==> config.mk <==
export PLATFORM = sky130hd
export DESIGN_NAME = urna_multi
export DESIGN_NICKNAME = d
export VERILOG_FILES = /design/src/rtl/urna_pkg.sv /design/src/rtl/urna_counter.sv /design/src/rtl/urna_multi.sv
export SDC_FILE = /design/constraint.sdc
export NUM_CORES = 1
export LEC_CHECK = 0
export CAP_MARGIN = 20
export CORE_AREA = 2 2 112 114
export CTS_CLUSTER_SIZE = 24
export DETAILED_ROUTE_END_ITERATION = 6
export DIE_AREA = 0 0 114 116
export GPL_TIMING_DRIVEN = 0
export HOLD_SLACK_MARGIN = 0.05
export PLACE_DENSITY = 0.65
export SLEW_MARGIN = 20
export SYNTH_ARGS = -nofsm -noshare
export SYNTH_HDL_FRONTEND = slang
export SYNTH_HIERARCHICAL = 1
export SYNTH_SLANG_ARGS = --single-unit
==> constraint.sdc <==
create_clock -name clk -period 3.3 [get_ports clk]
set_clock_uncertainty 0.2 [all_clocks]
set_input_delay 0.99 -clock clk [delete_from_list [all_inputs] [get_ports clk]]
set_output_delay 0.99 -clock clk [all_outputs]
set_load 0.1 [all_outputs]
==> src/rtl/urna_pkg.sv <==
// Shared definitions for the multi-candidate ballot box.
package urna_pkg;

  // Ballot box controller states; encodings are visible on the estado port.
  typedef enum logic [1:0] {
    ST_IDLE    = 2'd0,
    ST_PENDING = 2'd1,
    ST_COUNT   = 2'd2,
    ST_CLOSED  = 2'd3
  } state_e;

  // Keypad code that registers a blank vote.
  localparam int unsigned BLANK_CODE = 0;

endpackage

==> src/rtl/urna_counter.sv <==
// Saturating tally counter: counts inc pulses and stops at all-ones.
module urna_counter #(
  parameter int unsigned CNT_W = 8
) (
  input  logic             clk,
  input  logic             rst_n,
  input  logic             inc,
  output logic [CNT_W-1:0] count_o,
  output logic             sat_o
);

  logic [CNT_W-1:0] count_q;
  logic [CNT_W-1:0] count_d;

  // Next count: increment unless already at the maximum value.
  always_comb begin
    count_d = count_q;
    if (inc && (count_q != '1)) begin
      count_d = count_q + 1'b1;
    end
  end

  // Count register with asynchronous clear.
  always_ff @(posedge clk or negedge rst_n) begin
    if (!rst_n) begin
      count_q <= '0;
    end else begin
      count_q <= count_d;
    end
  end

  assign count_o = count_q;
  // Counters never decrement, so reaching the maximum is inherently sticky.
  assign sat_o   = (count_q == '1);

endmodule

==> src/rtl/urna_multi.sv <==
// Multi-candidate electronic ballot box: captures, confirms and tallies votes,
// then on close scans the candidate tallies serially to pick a winner.
module urna_multi
  import urna_pkg::*;
#(
  parameter int unsigned NUM_CAND = 4,
  parameter int unsigned CODE_W   = 4,
  parameter int unsigned CNT_W    = 8
) (
  input  logic                      clk,
  input  logic                      rst_n,
  input  logic [CODE_W-1:0]         code,
  input  logic                      valid,
  input  logic                      confirm,
  input  logic                      swap,
  input  logic                      finish,
  output logic [1:0]                estado,
  output logic                      vote_status,
  output logic [NUM_CAND*CNT_W-1:0] totals,
  output logic [CNT_W-1:0]          total_blank,
  output logic [CNT_W-1:0]          total_null,
  output logic                      sat,
  output logic [CODE_W-1:0]         winner,
  output logic                      tie,
  output logic                      result_valid
);

  state_e            state_q, state_d;
  logic [CODE_W-1:0] code_q, code_d;
  logic              vote_status_q, vote_status_d;
  logic              commit;

  logic [NUM_CAND-1:0] inc_cand;
  logic                inc_blank;
  logic                inc_null;
  logic [CNT_W-1:0]    cand_cnt [NUM_CAND];
  logic [NUM_CAND+1:0] sat_vec;

  logic              scanning_q, scanning_d;
  logic [CODE_W-1:0] scan_idx_q, scan_idx_d;
  logic [CODE_W-1:0] best_idx_q, best_idx_d;
  logic [CNT_W-1:0]  best_q, best_d;
  logic              tie_acc_q, tie_acc_d;
  logic              result_valid_q, result_valid_d;
  logic [CODE_W-1:0] winner_q, winner_d;
  logic              tie_q, tie_d;
  logic [CNT_W-1:0]  scan_val;

  // Next state and code capture; finish overrides every other request.
  always_comb begin
    state_d = state_q;
    code_d  = code_q;
    if (finish) begin
      state_d = ST_CLOSED;
    end else begin
      case (state_q)
        ST_IDLE: begin
          if (valid) begin
            state_d = ST_PENDING;
            code_d  = code;
          end
        end
        ST_PENDING: begin
          if (confirm) begin
            state_d = ST_COUNT;
          end else if (swap) begin
            state_d = ST_IDLE;
          end
        end
        ST_COUNT:  state_d = ST_IDLE;
        ST_CLOSED: state_d = ST_CLOSED;
        default:   state_d = ST_IDLE;
      endcase
    end
  end

  // A vote commits on the edge that leaves COUNT unless finish is sampled there.
  always_comb begin
    commit        = (state_q == ST_COUNT) && !finish;
    vote_status_d = commit;
  end

  // Classify the latched code into candidate, blank or null increments.
  always_comb begin
    inc_cand  = '0;
    inc_blank = 1'b0;
    inc_null  = 1'b0;
    if (commit) begin
      if (code_q == CODE_W'(BLANK_CODE)) begin
        inc_blank = 1'b1;
      end else if (code_q > CODE_W'(NUM_CAND)) begin
        inc_null = 1'b1;
      end else begin
        for (int unsigned i = 0; i < NUM_CAND; i++) begin
          if (code_q == CODE_W'(i + 1)) begin
            inc_cand[i] = 1'b1;
          end
        end
      end
    end
  end

  // Controller registers.
  always_ff @(posedge clk or negedge rst_n) begin
    if (!rst_n) begin
      state_q       <= ST_IDLE;
      code_q        <= '0;
      vote_status_q <= 1'b0;
    end else begin
      state_q       <= state_d;
      code_q        <= code_d;
      vote_status_q <= vote_status_d;
    end
  end

  for (genvar g = 0; g < NUM_CAND; g++) begin : g_cand
    urna_counter #(.CNT_W(CNT_W)) u_cnt (
      .clk    (clk),
      .rst_n  (rst_n),
      .inc    (inc_cand[g]),
      .count_o(cand_cnt[g]),
      .sat_o  (sat_vec[g])
    );
    assign totals[g*CNT_W +: CNT_W] = cand_cnt[g];
  end

  urna_counter #(.CNT_W(CNT_W)) u_blank (
    .clk    (clk),
    .rst_n  (rst_n),
    .inc    (inc_blank),
    .count_o(total_blank),
    .sat_o  (sat_vec[NUM_CAND])
  );

  urna_counter #(.CNT_W(CNT_W)) u_null (
    .clk    (clk),
    .rst_n  (rst_n),
    .inc    (inc_null),
    .count_o(total_null),
    .sat_o  (sat_vec[NUM_CAND+1])
  );

  // Select the tally under inspection for the single shared comparator.
  always_comb begin
    scan_val = '0;
    for (int unsigned i = 0; i < NUM_CAND; i++) begin
      if (scan_idx_q == CODE_W'(i)) begin
        scan_val = cand_cnt[i];
      end
    end
  end

  // Serial winner scan: one candidate per cycle, started on entry to CLOSED.
  always_comb begin
    scanning_d     = scanning_q;
    scan_idx_d     = scan_idx_q;
    best_d         = best_q;
    best_idx_d     = best_idx_q;
    tie_acc_d      = tie_acc_q;
    result_valid_d = result_valid_q;
    winner_d       = winner_q;
    tie_d          = tie_q;
    if (finish && (state_q != ST_CLOSED)) begin
      scanning_d     = 1'b1;
      scan_idx_d     = '0;
      best_d         = '0;
      best_idx_d     = '0;
      tie_acc_d      = 1'b0;
      result_valid_d = 1'b0;
      winner_d       = '0;
      tie_d          = 1'b0;
    end else if (scanning_q) begin
      // Index 0 seeds the best; later strictly greater tallies replace it,
      // so equal tallies keep the lowest index and only flag a tie.
      if ((scan_idx_q == '0) || (scan_val > best_q)) begin
        best_d     = scan_val;
        best_idx_d = scan_idx_q;
        tie_acc_d  = 1'b0;
      end else if (scan_val == best_q) begin
        tie_acc_d = 1'b1;
      end
      scan_idx_d = scan_idx_q + 1'b1;
      if (scan_idx_q == CODE_W'(NUM_CAND - 1)) begin
        scanning_d     = 1'b0;
        result_valid_d = 1'b1;
        winner_d       = (best_d == '0) ? '0 : best_idx_d + 1'b1;
        tie_d          = tie_acc_d | (best_d == '0);
      end
    end
  end

  // Scan registers.
  always_ff @(posedge clk or negedge rst_n) begin
    if (!rst_n) begin
      scanning_q     <= 1'b0;
      scan_idx_q     <= '0;
      best_q         <= '0;
      best_idx_q     <= '0;
      tie_acc_q      <= 1'b0;
      result_valid_q <= 1'b0;
      winner_q       <= '0;
      tie_q          <= 1'b0;
    end else begin
      scanning_q     <= scanning_d;
      scan_idx_q     <= scan_idx_d;
      best_q         <= best_d;
      best_idx_q     <= best_idx_d;
      tie_acc_q      <= tie_acc_d;
      result_valid_q <= result_valid_d;
      winner_q       <= winner_d;
      tie_q          <= tie_d;
    end
  end

  assign estado       = state_q;
  assign vote_status  = vote_status_q;
  assign sat          = |sat_vec;
  assign winner       = winner_q;
  assign tie          = tie_q;
  assign result_valid = result_valid_q;

endmodule

==> results_dict.tcl <==
set metrics [dict create \
    status "finished with violations" \
    failing_checks "setup timing" \
    die-area_sq_um 13220 \
    yosysTopAreaCell "dfrtp_1" \
    post_synthesis_share_of_cell_area_spent_on_and_or_nand_and_nor_gates 0.2288 \
    clkLatencyLatePin_ns 0.34 \
    cts_max_path_buffers 2 \
    synth_adder_area_share 0.06363 \
    cts_tree "done" \
    multi_input_gate_area_sq_um 2870 \
    totalWireLength_mm 12.19 \
    synthMuxAreaShare 0.05196 \
    post-route-period-util 1.086 \
    path_depth 16 \
    totalPowerFinal_uw 5920 \
    start_util 0.3962 \
    worst_setup_path_end_kind "register" \
    yosysUniqueCellTypes 57 \
    antennaDiodeCount 0 \
    avgRoutedWirePerCell_microns 16.85 \
    yosys.cell_count.top_type "dfrtp_1" \
    setup-violations-final 18 \
    synthesis.yosys.warnings 6 \
    die_h_microns 116 \
    routed-via-count 3955 \
    min_path_cells 2 \
    grt.overflow.total 0 \
    finalHoldViolCount 0 \
    drt_pass1_iterations 6 \
    unrepaired_setup_endpoints_after_global_routing "yes" \
    postSynthAreaPerCell_sq_um 10.08 \
    ys_top_cells_by_count "79 x dfrtp_1, 40 x nor2_1, 39 x a21oi_1" \
    async_flop_share 1.000 \
    routed-wl-met3_microns 603 \
    stdcell_count 723 \
    cellLeakagePower_uw 0.003051 \
    synth_top_area_share 0.4189 \
    port-buffer-count 67 \
    synth-edff-count 0 \
    synth.net_count 502 \
    io-pin-count 68 \
    worstRegToRegCells 16 \
    synth.top_cells.by_area "dfrtp_1 42%, ha_1 6.4%, a21oi_1 4.1%, and4_1 3.5%, nor2_1 3.2%" \
    timing.fmax_mhz 279.0 \
    chip_width_microns 114 \
    core_sq_um 11910 \
    critical_path_required_ns 3.34 \
    cts-buffers-inserted 9 \
    viasPerCell 5.470 \
    post-route-drc-count 0 \
    startpoint_type "register" \
    post_synth_instance_area_sq_um 4720 \
    seq_area_sq_um 1994 \
    first_global_vias 3887 \
    crit_chain "buf_6 > ha_4 > clkbuf_16 > a21oi_1 > o2bb2ai_2 > a22oi_2 > inv_1 > ha_1 > nand4_1 > nor2_2 > a211o_1 > and3_4 > mux2_4 > ha_4 > o21a_1 > o41ai_2" \
    worst_ir_drop_vdd_mv 0.7467 \
    power_density_nw_per_um2 911.2 \
    detailedPlacementHpwl_mm 8.111 \
    postSynthCellCount 468 \
    ys_seq_area_frac 0.4189 \
    finalSetupTns_ns -2.698 \
    grt_antenna_before_repair 0 \
    max_stage_delay_ns 0.43 \
    number_of_max_cap_violations 0 \
    synth_top_family_by_area "simple AND/OR/NAND/NOR gates" \
    critical_path_fanout_max 8 \
    place_inst 683 \
    grt_pass1_wl_mm 19.34 \
    fillCellCount 1041 \
    synth.ff_latch_count 79 \
    met2_wirelength_mm 5.990 \
    report.final.slew_viol_count 0 \
    max_stage_delay_cell_worst_path "dfrtp_2" \
    final_layout_size_suffix_gt1_frac 0.2743 \
    critical-path-top-cell-by-count "ha_4" \
    time_the_final_worst_path_needs_with_i_o_delays_and_setup_ns 3.584 \
    fin_ws_ns -0.2844 \
    cp.arrival_ns 3.62 \
    initialDrtViolationCount 234 \
    worstHoldPathType "register to register" \
    yosys.area_share.xor_xnor 0.02041 \
    area_delta_synth_final_pct 37.65 \
    clkSlewWorstSetupHoldPaths_ns 0.06 \
    most_instantiated_flip_flop_cell_in_the_synthesis_netlist "dfrtp_1" \
    clock_tree.root_cell "clkbuf_16" \
    detail-route-antenna-nets 0 \
    grt_start_max_net_pins 49 \
    max_slew_margin 0.3188 \
    path_class "register to register" \
    cp_num_buf_inv 3 \
    gp_congestion 0.8189 \
    highest-signal-layer "met4" \
    fin_nets 605 \
    groute.usage.overall 0.1854 \
    cell_class_contributing_the_biggest_share_of_worst_path_delay "compound AO/OA/AOI/OAI gates" \
    worst-slew-pin-transition_ns 1.019 \
    core.rowCount 40 \
    h-tree-depth 3 \
    met1_wire_length_mm 5.422 \
    compound_gate_portion_of_the_synthesized_area 0.1779 \
    cts.sink_count 79 \
]
cell type report:
type / count / area share
buffer: 9 / 0.01348
clock buffer: 11 / 0.03582
clock inverter: 5 / 0.007704
inverter: 30 / 0.01733
multi-input combinational: 348 / 0.4418
sequential: 79 / 0.3070
tap: 147 / 0.02831
timing repair buffer: 94 / 0.1485
cell families after synthesis:
kind of cell | Yosys count
xor+xnor | 11
fa+ha+maj | 24
simple gates | 170
mux | 22
compound gates | 121
buf+inv | 41
flops | 79
state kept, by name (all words and copies together), names as in the netlist:
signal	cells
g_cand.u_cnt/count_o	32
best_q	8
u_blank/count_o	8
u_null/count_o	8
best_idx_q	4
code_q	4
scan_idx_q	4
winner	4
estado	2
result_valid	1
scanning_q	1
tie	1
tie_acc_q	1
vote_status	1
worst reg2reg max path: stages (launching register included):
cell       delay, ns
dfrtp_2         0.43
buf_6           0.14
ha_4            0.19
clkbuf_16       0.16
a21oi_1         0.18
o2bb2ai_2       0.11
a22oi_2         0.18
inv_1           0.07
ha_1            0.30
nand4_1         0.18
nor2_2          0.07
a211o_1         0.30
and3_4          0.18
mux2_4          0.33
ha_4            0.17
o21a_1          0.10
o41ai_2         0.20
stage by stage:
| step | instance area (sq um) | setup slack, ns | hold slack [ns] | utilization |
|---|---|---|---|---|
| 6_report | 6496 | -0.2844 | 0.2797 | 0.5454 |
| 5_1_grt | 6496 | -0.3670 | 0.3127 | 0.5454 |
| 4_1_cts | 6205 | -0.2210 | 0.2875 | 0.5209 |
| 3_5_place_dp | 5658 | -0.5987 | 0.2681 | 0.4750 |
| 3_3_place_gp | 5633 | -2.216 | 0.2693 | 0.4729 |
| 2_1_floorplan | 4778 | -0.2508 | 0.3002 | - |
layer usage:
metal | GRT usage | up-vias
met1 | 0.2386 | 1926
met3 | 0.05701 | 15
li1 | - | 1928
met2 | 0.3067 | 86
met4 | 0.04553 | 0
met5 | 0 | -
path summary, 6_finish.rpt:
check / start / endpoint / slack (ns)
setup reg to reg: scan_idx_q[1] / winner[2] / -0.28
max in group asynchronous: rst_n / u_null/count_o[0] / 1.89
min in group asynchronous: rst_n / g_cand[0].u_cnt/count_o[6] / 0.40
setup / recovery: scan_idx_q[1] / winner[2] / -0.28
hold / removal: winner[3] / winner[3] / 0.28
hold reg to reg: winner[3] / winner[3] / 0.28
placed cells by master (no fill, tap or decap), types with 8 or more instances in the layout:
cell type,instances
and4_1,19
buf_6,8
dfrtp_2,14
nand2_1,26
a22oi_2,8
nand3_1,9
ha_1,14
o21ai_0,9
xnor2_1,9
buf_4,23
nor2b_1,10
nor3_1,9
mux2_2,10
nor2_1,39
a21oi_1,33
o21ai_2,8
clkdlybuf4s50_1,56
dlymetal6s2s_1,8
a31oi_1,12
nand4_1,11
dfrtp_1,65
inv_1,24
clkbuf_16,10
timing repair:
action | CTS | global route
hold endpoints to repair | 0 | 0
hold buffers | 0 | 0
gates resized for setup | 36 | 48
pin swaps | 20 | 18
gates cloned | 2 | 1
buffers inserted | 17 | 8
setup endpoints to repair | 20 | 30
report_power, final:
| part | leakage, uW | internal, uW | switching (uW) |
|---|---|---|---|
| sequential | 0.00104 | 1200 | 208 |
| clock | 0.000143 | 581 | 383 |
| combinational | 0.00187 | 1430 | 2120 |
| total | 0.00305 | 3210 | 2710 |
No activity file was read; power rests on OpenSTA's default activity.
